<file path="src/rtl/bicubic_src_stream_sched_pkg.sv">
// Shared types and defaults for the bicubic source-stream scheduler.
// Default source geometry matches the reference BMP used by the upscaler.
package bicubic_src_stream_sched_pkg;

    localparam int SRC_IMG_WIDTH  = 64;
    localparam int SRC_IMG_HEIGHT = 48;
    localparam int PIX_DW         = 24;

    typedef enum logic [1:0] {
        ST_IDLE  = 2'd0,
        ST_RUN   = 2'd1,
        ST_DRAIN = 2'd2,
        ST_DONE  = 2'd3
    } state_e;

    typedef struct packed {
        logic sof;
        logic eol;
        logic eof;
    } px_flags_t;

endpackage

</file>
<file path="src/rtl/bicubic_src_stream_sched_credit_cnt.sv">
// Saturating up/down line-credit counter with a sticky overflow flag.
// Reset loads the full credit count (upscaler line buffers all free).
module bicubic_credit_cnt #(
    parameter int MAX = 4
) (
    input  logic clk,
    input  logic rst,
    input  logic inc,
    input  logic dec,
    output logic has_credit,
    output logic overflow
);

    localparam int W = $clog2(MAX + 1);
    localparam logic [W-1:0] MAXV = W'(MAX);

    logic [W-1:0] count_q, count_d;
    logic         ovf_q, ovf_d;

    always_comb begin
        count_d = count_q;
        ovf_d   = ovf_q;
        // A release with every slot already free is a protocol error
        if (inc && count_q == MAXV) begin
            ovf_d = 1'b1;
        end
        if (inc && !dec && count_q != MAXV) begin
            count_d = count_q + W'(1);
        end else if (dec && !inc && count_q != '0) begin
            count_d = count_q - W'(1);
        end
    end

    always_ff @(posedge clk) begin
        if (rst) begin
            count_q <= MAXV;
            ovf_q   <= 1'b0;
        end else begin
            count_q <= count_d;
            ovf_q   <= ovf_d;
        end
    end

    assign has_credit = (count_q != '0);
    assign overflow   = ovf_q;

endmodule

</file>
<file path="src/rtl/bicubic_src_stream_sched.sv">
// Frame scheduler: admits one SRC_W x SRC_H frame per start, tags SOF/EOL/EOF,
// and gates each new line on an upscaler line-buffer credit.
module bicubic_src_stream_sched
    import bicubic_src_stream_sched_pkg::*;
#(
    parameter int SRC_W   = SRC_IMG_WIDTH,
    parameter int SRC_H   = SRC_IMG_HEIGHT,
    parameter int DW      = PIX_DW,
    parameter int CREDITS = 4
) (
    input  logic          clk,
    input  logic          rst,
    input  logic          start,
    input  logic          s_valid,
    output logic          s_ready,
    input  logic [DW-1:0] s_data,
    output logic          m_valid,
    input  logic          m_ready,
    output logic [DW-1:0] m_data,
    output logic          m_sof,
    output logic          m_eol,
    output logic          m_eof,
    input  logic          line_release,
    output logic          busy,
    output logic          frame_done,
    output logic          credit_err
);

    localparam int CW = $clog2(SRC_W);
    localparam int RW = $clog2(SRC_H);
    localparam logic [CW-1:0] COL_LAST = CW'(SRC_W - 1);
    localparam logic [RW-1:0] ROW_LAST = RW'(SRC_H - 1);

    state_e          state_q, state_d;
    logic [CW-1:0]   col_q, col_d;
    logic [RW-1:0]   row_q, row_d;
    logic            m_valid_q, m_valid_d;
    logic [DW-1:0]   m_data_q, m_data_d;
    px_flags_t       flags_q, flags_d;

    logic has_credit;
    logic accept;
    logic out_fire;
    logic col_first;
    logic col_last;
    logic row_last;

    assign col_first = (col_q == '0);
    assign col_last  = (col_q == COL_LAST);
    assign row_last  = (row_q == ROW_LAST);
    assign out_fire  = m_valid_q & m_ready;

    // Output slot free (or freeing) and, at a line start, a buffer line owned
    assign s_ready = (state_q == ST_RUN)
                   & (~m_valid_q | m_ready)
                   & (~col_first | has_credit);
    assign accept  = s_valid & s_ready;

    bicubic_credit_cnt #(
        .MAX (CREDITS)
    ) u_credit (
        .clk        (clk),
        .rst        (rst),
        .inc        (line_release),
        .dec        (accept & col_first),
        .has_credit (has_credit),
        .overflow   (credit_err)
    );

    always_comb begin
        state_d   = state_q;
        col_d     = col_q;
        row_d     = row_q;
        m_valid_d = m_valid_q;
        m_data_d  = m_data_q;
        flags_d   = flags_q;

        if (accept) begin
            m_valid_d   = 1'b1;
            m_data_d    = s_data;
            flags_d.sof = col_first & (row_q == '0);
            flags_d.eol = col_last;
            flags_d.eof = col_last & row_last;
            if (col_last) begin
                col_d = '0;
                row_d = row_last ? '0 : row_q + RW'(1);
            end else begin
                col_d = col_q + CW'(1);
            end
        end else if (out_fire) begin
            m_valid_d = 1'b0;
            flags_d   = '0;
        end

        unique case (state_q)
            ST_IDLE: begin
                if (start) begin
                    state_d = ST_RUN;
                    col_d   = '0;
                    row_d   = '0;
                end
            end
            ST_RUN: begin
                if (accept && col_last && row_last) begin
                    state_d = ST_DRAIN;
                end
            end
            ST_DRAIN: begin
                if (out_fire) begin
                    state_d = ST_DONE;
                end
            end
            ST_DONE: state_d = ST_IDLE;
            default: state_d = ST_IDLE;
        endcase
    end

    always_ff @(posedge clk) begin
        if (rst) begin
            state_q   <= ST_IDLE;
            col_q     <= '0;
            row_q     <= '0;
            m_valid_q <= 1'b0;
            m_data_q  <= '0;
            flags_q   <= '0;
        end else begin
            state_q   <= state_d;
            col_q     <= col_d;
            row_q     <= row_d;
            m_valid_q <= m_valid_d;
            m_data_q  <= m_data_d;
            flags_q   <= flags_d;
        end
    end

    assign m_valid    = m_valid_q;
    assign m_data     = m_data_q;
    assign m_sof      = flags_q.sof;
    assign m_eol      = flags_q.eol;
    assign m_eof      = flags_q.eof;
    assign busy       = (state_q != ST_IDLE);
    assign frame_done = (state_q == ST_DONE);

endmodule

</file>
<file path="config.mk">
export PLATFORM = sky130hd
export DESIGN_NAME = bicubic_src_stream_sched
export DESIGN_NICKNAME = d
export VERILOG_FILES = /design/src/rtl/bicubic_src_stream_sched_pkg.sv /design/src/rtl/bicubic_src_stream_sched_credit_cnt.sv /design/src/rtl/bicubic_src_stream_sched.sv
export SDC_FILE = /design/constraint.sdc
export NUM_CORES = 1
export LEC_CHECK = 0
export CORE_ASPECT_RATIO = 1.2
export CORE_UTILIZATION = 42
export CTS_CLUSTER_DIAMETER = 120
export DETAILED_ROUTE_END_ITERATION = 8
export PLACE_DENSITY = 0.76
export SETUP_SLACK_MARGIN = 0.4
export SLEW_MARGIN = 20
export SYNTH_ARGS = -nofsm -noshare
export SYNTH_HDL_FRONTEND = slang
export SYNTH_SLANG_ARGS = --single-unit
</file>
<file path="constraint.sdc">
create_clock -name clk -period 2.2 [get_ports clk]
set_input_delay 0.33 -clock clk [delete_from_list [all_inputs] [get_ports clk]]
set_output_delay 0.33 -clock clk [all_outputs]
set_load 0.05 [all_outputs]
</file>
==> results.yml <==
hold_path:
  min_from: "m_data[14]"
  hp-class: "flop to flop"
  hold_end: "m_data[14]"
  min_path_cells: 2
timing:
  max-slew-margin-rel_pct: 64.2
  final_hold_viol_count: 0
  whs_ns: 0.453
  finClkSkew_ns: 0.00526
  final.setup.worst_slack_ns: -0.0628
  period_minus_slack_ns: 2.26
  max_freq_mhz: 442
  finalSetupViolCount: 1
  tightest_slew_ns: 0.532
  period_share_pct: 103
  rsz0062_at_grt: "yes"
  drv_slew: 0
run_status:
  status: "complete, but fails checks"
  violations: "setup timing"
clock_network:
  clkSinkCount: 46
  h-tree-depth: 2
  cts_made_buffers: 5
  cts_tree: "built"
  clockBufferDepth: 2
  root_buffer: "clkbuf_8"
  clkTransAtPathRegs_ns: 0.09
  clk_latency_ns: 0.30
synth:
  synth_seq_area_share_pct: 44.6
  synth-async-reset-ratio_pct: 0
  synthDistinctLibCells: 37
  synthFlopType: "dfxtp_1"
  avgSynthCellArea_um2: 8.09
  syn_inst: 255
  synth_warnings: 0
  synth-edff-count: 0
  syn_nets: 295
  syn_area_mm2: 0.00206
  ys_ff_latch: 46
global_routing:
  grtUsageTotal_pct: 20.2
  grt_max_degree: 31
  grt_pass1_wl_mm: 8.06
  grt_pass1_vias: 1799
  antenna_found_initial: 0
  overflow: 0
power_and_ir_drop:
  leakage_uw: 0.00157
  power_density_mw_per_mm2: 963
  total_power_uw: 3000
  ir_worst_vdd_mv: 0.524
setup_path:
  cp_top_family: "simple AND/OR/NAND/NOR gates"
  critPathKind: "flop to flop"
  critPathSlowestCell: "mux4_2"
  r2r_start: "col_q[0]"
  reg2reg_depth: 10
  path_cells: "inv_2, ha_4, nand2b_4, or4_4, or3_4, nand3_2, fa_2, nand2_1, mux4_2, nand2b_1"
  end_kind: "flop"
  path_max_fanout: 2
  r2r-end: "u_credit.count_q[2]"
  cp.arrival_ns: 2.51
  regToRegSetupSlack_ns: -0.06
  crit_buf_inv: 1
  cp_slowest_stage_delay_ns: 0.45
  cp.required_ns: 2.45
  critPathLaunchType: "flop"
final_layout:
  final_nets: 371
  postLayoutCoreUtil_pct: 66.7
  areaGrowthSynthToFinish_pct: 50.8
  final_cells: 390
  diodes: 0
  drive_gt1_share_pct: 16.9
  n_fill_cell: 383
die:
  ios: 62
  row_count: 27
  floorplan.initialDensity_pct: 44.3
  die_h_um: 78.8
  design.die.area_mm2: 0.00520
  coreArea_mm2: 0.00466
  die_x_um: 66.0
placement:
  dp_hpwl_mm: 3.65
  post-place-ws_ns: -0.190
  io_buffer_count: 61
  dp.cells: 380
  gp_congestion: 0.762
drt:
  drc: 0
  wirelength_mm: 5.01
  num_vias: 2006
  initialDrtViolationCount: 130
  postRouteAntennaNets: 0
  drt-vias-per-instance: 5.14
  first_pass_iters: 4
  wl_per_cell_um: 12.9
run:
  drv_cap: 0
power breakdown:
part           total [uW]  leakage, uW  switching (uW)  internal [uW]
clock                 517    0.0000441             294            223
sequential           1020     0.000375            71.7            950
combinational        1460      0.00115             872            586
total                3000      0.00157            1240           1760
cells in the mapped netlist, drive strengths merged, types with 5 or more instances:
cell type / instances / area [um2]
a21oi: 34 / 170
clkbuf: 10 / 37.5
dfxtp: 46 / 921
ha: 9 / 113
inv: 8 / 30.0
nand2: 59 / 221
nand2b: 5 / 31.3
nand3: 13 / 65.1
nand4: 6 / 37.5
nor2: 18 / 67.6
nor3: 5 / 25.0
xor2: 5 / 43.8
timing repair:
item	CTS	global route
cloned	0	0
hold buffers	0	0
pin swaps	2	1
endpoints found under the setup margin	12	61
buffers inserted	1	1
gates resized for setup	18	33
kinds of logic (layout without fill, tap and decap cells):
kind of cell             Yosys count  in the layout  share of synthesized area [%]
AND/OR/NAND/NOR                  120            120                           26.7
AO/OA/AOI/OAI                     46             46                           12.6
flip-flops                        46             46                           44.6
buffers and inverters             22             99                           4.12
adder cells (fa/ha/maj)           10             10                           6.43
XOR/XNOR                           8              8                           3.40
multiplexers                       3              3                           2.12
registers in the layout (all words and copies together) (netlist names), 2 cells and up:
signal            count
m_data               24
col_q                 6
row_q                 6
u_credit.count_q      3
state_q               2
placed cells by master, fill, tap and decap left out, drive strengths merged, types with 3 or more instances in the layout:
cell type | synthesis | routed
a21oi | 34 | 34
and2 | 3 | 3
and3 | 4 | 4
buf | 4 | 24
clkbuf | 10 | 5
clkdlybuf4s50 | 0 | 29
dfxtp | 46 | 46
dlygate4sd2 | 0 | 5
dlymetal6s2s | 0 | 24
ha | 9 | 9
inv | 8 | 8
nand2 | 59 | 59
nand2b | 5 | 5
nand3 | 13 | 13
nand4 | 6 | 6
nor2 | 18 | 18
nor3 | 5 | 5
o21ai | 3 | 3
xnor2 | 3 | 3
xor2 | 5 | 5
worst min-delay path: stages (launching register included):
cell and delay, ns:
dfxtp_1 0.31, nand2_1 0.05, a21oi_1 0.05
final cells by class:
class | instances | area [um2] | share of cell area [%]
clock buffers | 5 | 68.8 | 2.21
flip-flops and latches | 46 | 926 | 29.8
inverters | 8 | 30.0 | 0.965
well taps | 58 | 72.6 | 2.33
clock inverters | 3 | 21.3 | 0.684
repair buffers | 83 | 857 | 27.6
multi-input cells | 187 | 1130 | 36.5
worst max-delay path by stage:
stage | start | end | cells past startpoint
finish | col_q[0] | u_credit.count_q[2] | 10
global route | col_q[1] | u_credit.count_q[2] | 10
CTS | col_q[0] | u_credit.count_q[2] | 10
detailed placement | m_ready | u_credit.count_q[2] | 10
global placement | m_ready | u_credit.count_q[2] | 10
floorplan | col_q[1] | u_credit.count_q[2] | 10
metal layers:
layer | vias to the layer above | track usage, % | part of all wire [%]
li1 | 1008 | - | -
met1 | 925 | 23.8 | 43
met2 | 62 | 33.7 | 50
met3 | 11 | 4.60 | 4.1
met4 | 0 | 10.2 | 2.7
met5 | - | 0 | 0
through the flow:
stage	instance area (um2)	TNS [ns]
2_1_floorplan	2070	-0.0321
3_3_place_gp	2870	-0.177
3_5_place_dp	2870	-0.278
4_1_cts	3020	-0.0695
5_1_grt	3110	-0.274
6_report	3110	-0.0628
No activity file was read; power rests on OpenSTA's default activity.
==> RTL change, RTL diff (same settings) <==
Change the package constant `SRC_IMG_HEIGHT` from 48 to 96.
--- a/src/rtl/bicubic_src_stream_sched_pkg.sv
+++ b/src/rtl/bicubic_src_stream_sched_pkg.sv
@@ -3,7 +3,7 @@
 package bicubic_src_stream_sched_pkg;
 
     localparam int SRC_IMG_WIDTH  = 64;
-    localparam int SRC_IMG_HEIGHT = 48;
+    localparam int SRC_IMG_HEIGHT = 96;
     localparam int PIX_DW         = 24;
 
     typedef enum logic [1:0] {
Formal check against the unedited RTL: same outputs for any inputs over 10 cycles, from zero or initial values and one cycle with rst high; that may be too few to reach the edited logic, so the function may still have changed.
==> RTL change against the unedited design <==
  * Cell area is 10% higher
  * Total power up 9.8%
  * Worst setup slack better by 0.19 ns
  * Largest power group unchanged
  * Area after synthesis up 2.9%
  * Hold slack better by 0.0031 ns
  * Sequential cell count grew 1
  * Combinational power increased by 11%
  * Routed wire length rose by 17%
==> RTL change: results (changes against the unedited design) <==
[outcome]
status=completed

[synth]
ys_types=42  ; +14%
syn_nets=301  ; +2.0%
seq_area_frac_synth_pct=44.3  ; -0.29 points
synth.area.mux_share_pct=0.943  ; -1.2 points
synthAdderAreaFrac_pct=6.25  ; -0.18 points
ys_top_cells_by_area=dfxtp_1, nand2_1, a21oi_1
yosys.area_share.xor_xnor_pct=1.65  ; -1.7 points
syn_area_per_cell_um2=8.13  ; +0.49%

[global_route]
grt_pass1_wl_um=9740  ; +21%
grtUsageTotal_pct=24.0  ; +3.8 points
grt_pass1_vias=2229  ; +24%
grt_max_degree=35  ; +13%

[drt]
drt_first_iter_violations=68  ; -48%
routedWlPerCell_um=14.3  ; +11%
viasPerCell=5.25  ; +2.0%
drt_pass1_iterations=5  ; +1

[layout]
fin_cells=411  ; +5.4%
drive_gt1_share_pct=23.2  ; +6.4 points
nNetsFinal=392  ; +5.7%

[pwr]
irDropWorstVdd_mv=0.768  ; +46%
p_sw_mw=1.33  ; +7.4%
p_leak_nw=1.66  ; +5.5%

[worst_setup_path]
arrival_ns=2.28  ; -0.23 ns

[worst_hold_path]
min_to=m_data[15]
worstHoldStart=m_data[15]

[timing]
holdWs_ns=0.456  ; +0.00306 ns
timing.final.ws_setup_ns=0.126  ; +0.188 ns
slew_headroom_pct=64.6  ; +0.36 points
fin_skew_ns=0.00816  ; +0.00290 ns

[placement]
gp_congestion=0.799  ; +4.9%
post-place-ws_ns=-0.266  ; -0.0755 ns
placed_area_um2=3000  ; +4.4%

RTL change: changes by cell type after synthesis, moves of 3 or more:
cell | before | now
a21o_1 | 1 | 4
a21oi_1 | 34 | 39
and2_1 | 3 | 0
and3_1 | 4 | 0
clkbuf_1 | 10 | 7
nand2_1 | 59 | 62
nand3_1 | 13 | 9
nand4_1 | 6 | 0
o21ai_1 | 0 | 3
or3_1 | 0 | 4
xor2_1 | 5 | 1
RTL change: cell type report:
class                           count  area (um2)
Clock buffer                        6        93.8
Sequential cell                    47         965
Multi-Input combinational cell    193        1280
Fill cell                         353        1310
Clock inverter                      2        13.8
Tap cell                           58        72.6
Inverter                           10        42.5
Timing Repair Buffer               95         956
RTL change: power by group through the flow:
| stage | logic [mW] | clock network, mW | registers (mW) |
|---|---|---|---|
| final | 1.62 | 0.596 | 1.08 |
| after global placement | 1.35 | 0 | 1.09 |
| after floorplan | 0.629 | 0 | 1.34 |
| after global routing | 1.74 | 0.639 | 1.09 |
| after detailed placement | 1.37 | 0 | 1.10 |
| after CTS | 1.54 | 0.613 | 1.08 |
RTL change: worst max-delay path, cell delays in order, from the launching register on:
cell      delay [ns]
dfxtp_4         0.37
inv_4           0.04
ha_4            0.15
nand2b_4        0.07
nor4_4          0.04
a221oi_2        0.29
inv_1           0.09
fa_2            0.38
buf_4           0.15
a211o_1         0.24
a21o_1          0.15
RTL change: routing by layer:
layer	vias up	track usage, %	share of wire, %
li1	1070	-	-
met1	1004	28.1	41
met2	69	39.4	51
met3	13	7.29	6.3
met4	0	11.1	2.2
met5	-	0	0
RTL change: timing repair:
action,CTS,global route
setup buffers,12,5
gates resized for setup,35,31
endpoints found under the hold margin,0,0
setup endpoints to repair,49,43
pin swaps,19,9
hold buffers,0,0
